`config.mk`:
```
export PLATFORM = sky130hd
export DESIGN_NAME = fifo_push_arbiter
export DESIGN_NICKNAME = d
export VERILOG_FILES = /design/src/rtl/fifo_push_arbiter.sv
export SDC_FILE = /design/constraint.sdc
export NUM_CORES = 1
export LEC_CHECK = 0
export ABC_AREA = 1
export ABC_CLOCK_PERIOD_IN_PS = 4200
export CORE_MARGIN = 8
export CORE_UTILIZATION = 40
export CTS_CLUSTER_DIAMETER = 50
export DETAILED_ROUTE_END_ITERATION = 12
export MAX_ROUTING_LAYER = met4
export PLACE_DENSITY = 0.77
export SYNTH_ARGS = -nofsm -noshare
export SYNTH_HDL_FRONTEND = slang
export SYNTH_SLANG_ARGS = --single-unit
```
`constraint.sdc`:
```
create_clock -name clk -period 4.2 [get_ports clk]
set_input_delay 0.84 -clock clk [delete_from_list [all_inputs] [get_ports clk]]
set_output_delay 0.84 -clock clk [all_outputs]
set_load 0.02 [all_outputs]
```
`src/rtl/fifo_push_arbiter.sv`:
```
// Arbitrates N producers onto one FIFO push port: round-robin with bounded burst ownership,
// zero-latency grant, stall on fifo_full, and per-requester accepted-word counters.
module fifo_push_arbiter #(
  parameter int unsigned N         = 4,
  parameter int unsigned DW        = 32,
  parameter int unsigned BURST_LEN = 2,
  parameter int unsigned CNT_W     = 16
) (
  input  logic                 clk,
  input  logic                 reset,
  input  logic [N-1:0]         req,
  input  logic [N*DW-1:0]      req_data,
  output logic [N-1:0]         gnt,
  input  logic                 fifo_full,
  output logic                 fifo_push,
  output logic [DW-1:0]        fifo_data,
  output logic [2:0]           owner_id,
  output logic                 owner_valid,
  output logic [N*CNT_W-1:0]   push_count
);

  localparam int unsigned IDX_W = 3;
  localparam int unsigned CW    = 4;

  typedef enum logic {IDLE, OWN} state_e;

  state_e             state_q, state_d;
  logic [IDX_W-1:0]   ptr_q, ptr_d;
  logic [IDX_W-1:0]   owner_q, owner_d;
  logic [CW-1:0]      cnt_q, cnt_d;
  logic [CNT_W-1:0]   acc_q [N];

  logic               owner_req;
  logic               owner_fav;
  logic               scan_found;
  logic [IDX_W-1:0]   scan_idx;
  logic [IDX_W-1:0]   win_idx;
  logic               grant_en;

  // Winner selection: favoured owner while budget remains, else cyclic scan after ptr
  always_comb begin
    owner_req = 1'b0;
    for (int i = 0; i < int'(N); i++) begin
      if (owner_q == IDX_W'(i)) owner_req = req[i];
    end
    owner_fav  = (state_q == OWN) && owner_req && (cnt_q < CW'(BURST_LEN));
    scan_found = 1'b0;
    scan_idx   = '0;
    for (int k = 1; k <= int'(N); k++) begin
      for (int i = 0; i < int'(N); i++) begin
        if (!scan_found && req[i] && (((int'(ptr_q) + k) % int'(N)) == i)) begin
          scan_found = 1'b1;
          scan_idx   = IDX_W'(i);
        end
      end
    end
    win_idx  = owner_fav ? owner_q : scan_idx;
    grant_en = (|req) && !fifo_full && !reset;
  end

  always_comb begin
    gnt       = '0;
    fifo_data = '0;
    for (int i = 0; i < int'(N); i++) begin
      gnt[i] = grant_en && (win_idx == IDX_W'(i));
      if (gnt[i]) fifo_data = req_data[i*DW +: DW];
    end
    fifo_push = |gnt;
  end

  // Tenure bookkeeping; a fifo_full stall with requests pending holds everything
  always_comb begin
    state_d = state_q;
    ptr_d   = ptr_q;
    owner_d = owner_q;
    cnt_d   = cnt_q;
    if (grant_en) begin
      ptr_d = win_idx;
      if (owner_fav) begin
        cnt_d = cnt_q + CW'(1);
      end else begin
        owner_d = win_idx;
        cnt_d   = CW'(1);
        state_d = OWN;
      end
    end else if (!(|req)) begin
      state_d = IDLE;
      cnt_d   = '0;
    end
  end

  always_ff @(posedge clk or posedge reset) begin
    if (reset) begin
      state_q <= IDLE;
      ptr_q   <= IDX_W'(N - 1);
      owner_q <= '0;
      cnt_q   <= '0;
      for (int i = 0; i < int'(N); i++) acc_q[i] <= '0;
    end else begin
      state_q <= state_d;
      ptr_q   <= ptr_d;
      owner_q <= owner_d;
      cnt_q   <= cnt_d;
      for (int i = 0; i < int'(N); i++) begin
        if (gnt[i]) acc_q[i] <= acc_q[i] + CNT_W'(1);
      end
    end
  end

  always_comb begin
    push_count = '0;
    for (int i = 0; i < int'(N); i++) push_count[i*CNT_W +: CNT_W] = acc_q[i];
  end

  assign owner_id    = owner_q;
  assign owner_valid = (state_q == OWN);

endmodule

```
# Yosys cells after proc, flatten, opt, wreduce, memory -nomap -nowiden
# Index checks and enable logic that the tools add are counted.
# word_totals
reg_bits	74
in_bits	135
output_inout_bits	105
word_cells	158
# classes
add_sub_neg	9
n_lt_le_gt_ge	1
n_eq_ne	20
mux	45
n_bitwise	5
reduce_logical	70
# op_table
operator	count
zero test 32 bit	4
two-way mux 32 bit	4
adder 16 x 1 -> 16 bit (second input constant)	4
two-way mux 3 bit	15
logical AND 1 bit	39
== test 3 x 2 -> 1 bit (second input constant)	8
== test 3 bit (second input constant)	8
two-way mux 1 bit	23
zero test 1 bit	17
two-way mux 4 bit	3
OR reduction 2 bit	4
OR reduction 4 bit	2
== test 3 x 1 -> 1 bit (second input constant)	2
zero test 3 bit	2
adder 2 x 1 -> 2 bit (second input constant)	2
adder 2 bit (second input constant)	2
adder 4 x 1 -> 4 bit (second input constant)	1
AND 1 bit (first input constant)	4
< comparator 4 x 2 -> 1 bit (second input constant)	1
inequality test 2 bit (second input constant)	2
AND reduction 2 bit	2
NOT 1 bit	1

# Depth between registers and ports, before layout
# logic_depth
ltp_word	73
mapped_depth	17
ltp_nobuf	17

# Worst setup path after synthesis
# No wires, ideal clock.
# synth_path
path_kind	input -> output
start	in req[1]
end	out fifo_data[0]
arrival_time_ns	2.744
required_time_ns	3.360
path_slack_ns	0.616
stages	15
n_path_buf	3
path_cell_list	clkbuf_1 nand2_1 nand2_1 nor2_4 nand4_2 nor2_4 nand4_2 nor2_1 nor2_1 nand2_1 o21ai_4 buf_2 buf_2 nand4_1 nand4_1
# synth_between
elab_chain_cells	66
word_cells_on_any_way	94
cone_classes	3 x eq/ne; 37 x mux; 54 x reduce/logical
# synth_lines
element	line	rtl
start: declaration	11	input logic [N-1:0] req,
logical AND 1 bit (2 in series)	51	if (!scan_found && req[i] && (((int'(ptr_q) + k) % int'(N)) == i)) begin
two-way mux 1 bit	51	
zero test 1 bit	51	
logical AND 1 bit (2 in series)	51	
two-way mux 1 bit	51	
zero test 1 bit	51	
logical AND 1 bit (2 in series)	51	
two-way mux 1 bit	51	
[44 not listed]	--	
zero test 1 bit	51	
logical AND 1 bit (2 in series)	51	
two-way mux 3 bit	51	
two-way mux 3 bit	57	win_idx = owner_fav ? owner_q : scan_idx;
zero test 3 bit	65	gnt[i] = grant_en && (win_idx == IDX_W'(i));
logical AND 1 bit	65	
two-way mux 32 bit (3 in series)	66	if (gnt[i]) fifo_data = req_data[i*DW +: DW];
two-way mux 32 bit (*)	66	
end: declaration	16	output logic [DW-1:0] fifo_data,
# Every way passes the cells marked *; elsewhere a longest branch is shown, timed or not.

# Final worst setup path
# layout_path
start	in req[3]
end	out fifo_data[25]
# layout_between
elab_chain_cells	58
word_cells_on_any_way	82
cone_classes	3 x eq/ne; 31 x mux; 48 x reduce/logical
# layout_lines
element	line
logical AND 1 bit (2 in series)	51
two-way mux 1 bit	51
zero test 1 bit	51
logical AND 1 bit (2 in series)	51
two-way mux 1 bit	51
zero test 1 bit	51
logical AND 1 bit (2 in series)	51
two-way mux 1 bit	51
[36 not listed]	--
zero test 1 bit	51
logical AND 1 bit (2 in series)	51
two-way mux 3 bit	51
two-way mux 3 bit	57
zero test 3 bit	65
logical AND 1 bit	65
two-way mux 32 bit (3 in series)	66
two-way mux 32 bit (*)	66
# Marks and branches as above.

==> flow_metrics.tcl <==
set metrics [dict create \
    ctsHoldBuffers 0 \
    hold_depth 2 \
    yosysWarnings 0 \
    min_to "cnt_q[3]" \
    drt_iter0_drc 340 \
    grt_usage_pct 23.5 \
    crit_start "req[3]" \
    end_kind "output port" \
    drv_cap 0 \
    io_pins 240 \
    hpwl_mm 16.2 \
    crit_arrival_ns 3.17 \
    critPathKind "in -> out" \
    clk_pin_slew_worst_paths_ns 0.06 \
    antenna_left 0 \
    fin_cells 1204 \
    syn_inst 761 \
    power.density_nw_per_um2 709 \
    leakage_nw 3.65 \
    grt_pass1_vias 6116 \
    nNetsFinal 1162 \
    max_freq_ghz 0.249 \
    placed_cells 1182 \
    hold_viol 0 \
    die_h_um 133 \
    synth_seq_area_share_pct 34.0 \
    postSynthNetCount 901 \
    grt_antenna_before_repair 1 \
    wl_mm 20.5 \
    clockBufferDepth 2 \
    synth_area_um2 5460 \
    numCtsBuffers 9 \
    whs_ns 0.511 \
    insertion_delay_ns 0.33 \
    synth_area_per_cell_um2 7.17 \
    fillers 1226 \
    worstPathRequired_ns 3.36 \
    finalCritPeriodShare_pct 95.4 \
    dieArea_um2 17600 \
    skew_ns 0.00658 \
    dieWidth_um 133 \
    hold_path_class "reg -> reg" \
    root_buffer "clkbuf_16" \
    reg2reg_slack_ns 1.21 \
    area_delta_synth_final_pct 58.0 \
    finalSetupTns_ns 0 \
    synth_seq_cells 74 \
    worstMarginPinSlew_ns 1.08 \
    grt-ovfl-total 0 \
    placementRows 42 \
    crit_path_max_fanout 11 \
    drive_gt1_share_pct 12.6 \
    core-area_um2 13300 \
    portBuffers 239 \
    slew_violations 0 \
    ir_worst_vdd_mv 0.515 \
    start_util_pct 41.1 \
    via_count 6370 \
    relSlewSlack_pct 28.3 \
    via_per_inst 5.29 \
    cts_sinks 74 \
    htree_num_levels 3 \
    grt_pass1_wl_mm 33.1 \
    reg2regPathDepth 15 \
    wl_per_cell_um 17.0 \
    cts_tree "built" \
    drcViolationCount 0 \
    drt-pass1-iter-count 4 \
    yosysUniqueCellTypes 36 \
    grt_start_max_net_pins 67 \
    r2r_end "push_count[2]" \
    status "complete, no violations" \
    start_kind "input pin" \
    place.gp.congestion 0.910 \
    r2r-start "ptr_q[1]" \
    hp-start "cnt_q[3]" \
    fin_crit_ns 4.01 \
    setup_viol 0 \
]
[where the power goes]
group / switching [mW] / internal [mW]
sequential: 0.246 / 0.933
clock: 0.318 / 0.545
combinational: 2.37 / 1.71
[metal layers]
metal / vias up / wire length (um) / GRT usage, %
li1: 3128 / - / -
met1: 2997 / 8910 / 28.9
met2: 217 / 9850 / 37.9
met3: 28 / 1220 / 4.24
met4: 0 / 544 / 8.08
met5: - / 0 / -
[cell type report]
cell class,count,area [um2],area share (%)
multi-input combinational,574,3140,36.4
inverter,72,275,3.19
tap,176,220,2.55
timing repair buffer,291,2800,32.4
antenna,1,2.50,0.0290
clock buffer,10,239,2.77
sequential,74,1850,21.5
clock inverter,6,97.6,1.13
[cell usage after synthesis]
cell | instances | area share (%)
clkbuf_1 | 6 | 0.41
nand2_1 | 188 | 13
nand3_1 | 67 | 6.1
o32ai_1 | 1 | 0.16
nor3_1 | 21 | 1.9
o21ai_4 | 1 | 0.30
buf_4 | 5 | 0.69
ha_1 | 5 | 1.1
nand2_2 | 3 | 0.34
nor2_4 | 4 | 0.83
buf_1 | 3 | 0.21
buf_6 | 4 | 0.83
xor2_1 | 27 | 4.3
clkinv_2 | 1 | 0.092
o21ai_1 | 23 | 2.1
nor2_1 | 50 | 3.4
nand3_4 | 1 | 0.32
buf_2 | 23 | 2.1
a21oi_1 | 2 | 0.18
nor2_8 | 3 | 1.1
dfstp_2 | 2 | 0.96
inv_4 | 1 | 0.11
nand3b_1 | 4 | 0.55
o21bai_1 | 1 | 0.14
o21bai_4 | 1 | 0.34
o22ai_1 | 1 | 0.11
nand2_4 | 2 | 0.41
xnor2_1 | 20 | 3.2
or2_2 | 1 | 0.11
nand4_2 | 3 | 0.69
o21ai_0 | 29 | 2.7
inv_1 | 70 | 4.8
nand4_1 | 108 | 12
dfrtp_1 | 72 | 33
nor2_2 | 1 | 0.11
nor4_1 | 7 | 0.80
[critical path, cell delays in order]
cell           delay (ns)
dlygate4sd2_1        0.26
nand3_2              0.09
nand2_2              0.07
nor2_4               0.15
nand4_4              0.11
nor2_4               0.14
nand4_4              0.11
nor2_4               0.14
nand3_1              0.10
nand2_2              0.10
nor2_1               0.07
nor2_1               0.11
nand2_2              0.11
nor2_8               0.13
buf_4                0.12
buf_6                0.11
buf_12               0.12
nand2_1              0.05
nand4_1              0.08
buf_6                0.13
[logic make-up after synthesis]
group	count (synthesis)	share of synthesized area (%)
DFF	74	34.0
buffers and inverters	113	9.26
adders and majority gates	5	1.15
AOI/OAI and AO/OA	59	6.01
xor gates and xnor gates	47	7.54
and+or+nand+nor	463	42.1
[how the worst max path moves through the flow]
| stage | slack [ns] | to | cells after the start |
|---|---|---|---|
| 2_1_floorplan | 0.62 | fifo_data[0] | 15 |
| 3_3_place_gp | -0.40 | fifo_data[7] | 18 |
| 3_5_place_dp | -0.43 | fifo_data[7] | 18 |
| 4_1_cts | 0.002 | fifo_data[7] | 18 |
| 5_1_grt | -0.004 | fifo_data[25] | 20 |
| 6_report | 0.19 | fifo_data[25] | 20 |
[metrics by stage]
step | power (mW) | cell area [um2] | utilization, % | setup slack, ns
2_1_floorplan | 3.41 | 5460 | - | 0.616
3_3_place_gp | 5.23 | 8300 | 62.4 | -0.401
3_5_place_dp | 5.27 | 8300 | 62.4 | -0.435
4_1_cts | 6.14 | 8620 | 64.9 | 0.00156
5_1_grt | 6.54 | 8630 | 64.9 | -0.00406
6_report | 6.12 | 8630 | 64.9 | 0.192
[layout by cell type (no fill, tap or decap), types with 3 or more instances in the layout]
cell / synthesis / final
buf_12: 0 / 10
buf_2: 23 / 27
buf_4: 5 / 39
buf_6: 4 / 3
clkbuf_16: 0 / 9
clkdlybuf4s15_2: 0 / 3
clkdlybuf4s50_1: 0 / 199
dfrtp_1: 72 / 72
dlygate4sd2_1: 0 / 7
ha_1: 5 / 5
inv_1: 70 / 69
nand2_1: 188 / 187
nand2_2: 3 / 4
nand3_1: 67 / 66
nand3b_1: 4 / 4
nand4_1: 108 / 108
nand4_4: 0 / 3
nor2_1: 50 / 49
nor2_4: 4 / 4
nor2_8: 3 / 3
nor3_1: 21 / 20
nor4_1: 7 / 7
o21ai_0: 29 / 29
o21ai_1: 23 / 23
xnor2_1: 20 / 20
xor2_1: 27 / 27
[flip-flops by register name, indices dropped and copies added, names as in the netlist]
register,count
push_count,64
owner_valid,1
cnt_q,4
owner_id,3
ptr_q,2
[repair_timing]
item / in CTS / in global routing
hold endpoints to repair: 0 / 0
gates cloned: 1 / 0
resized for setup: 136 / 5
pin swaps: 7 / 7
endpoints found under the setup margin: 37 / 19
buffers inserted: 3 / 1
No activity file was read; power rests on OpenSTA's default activity.
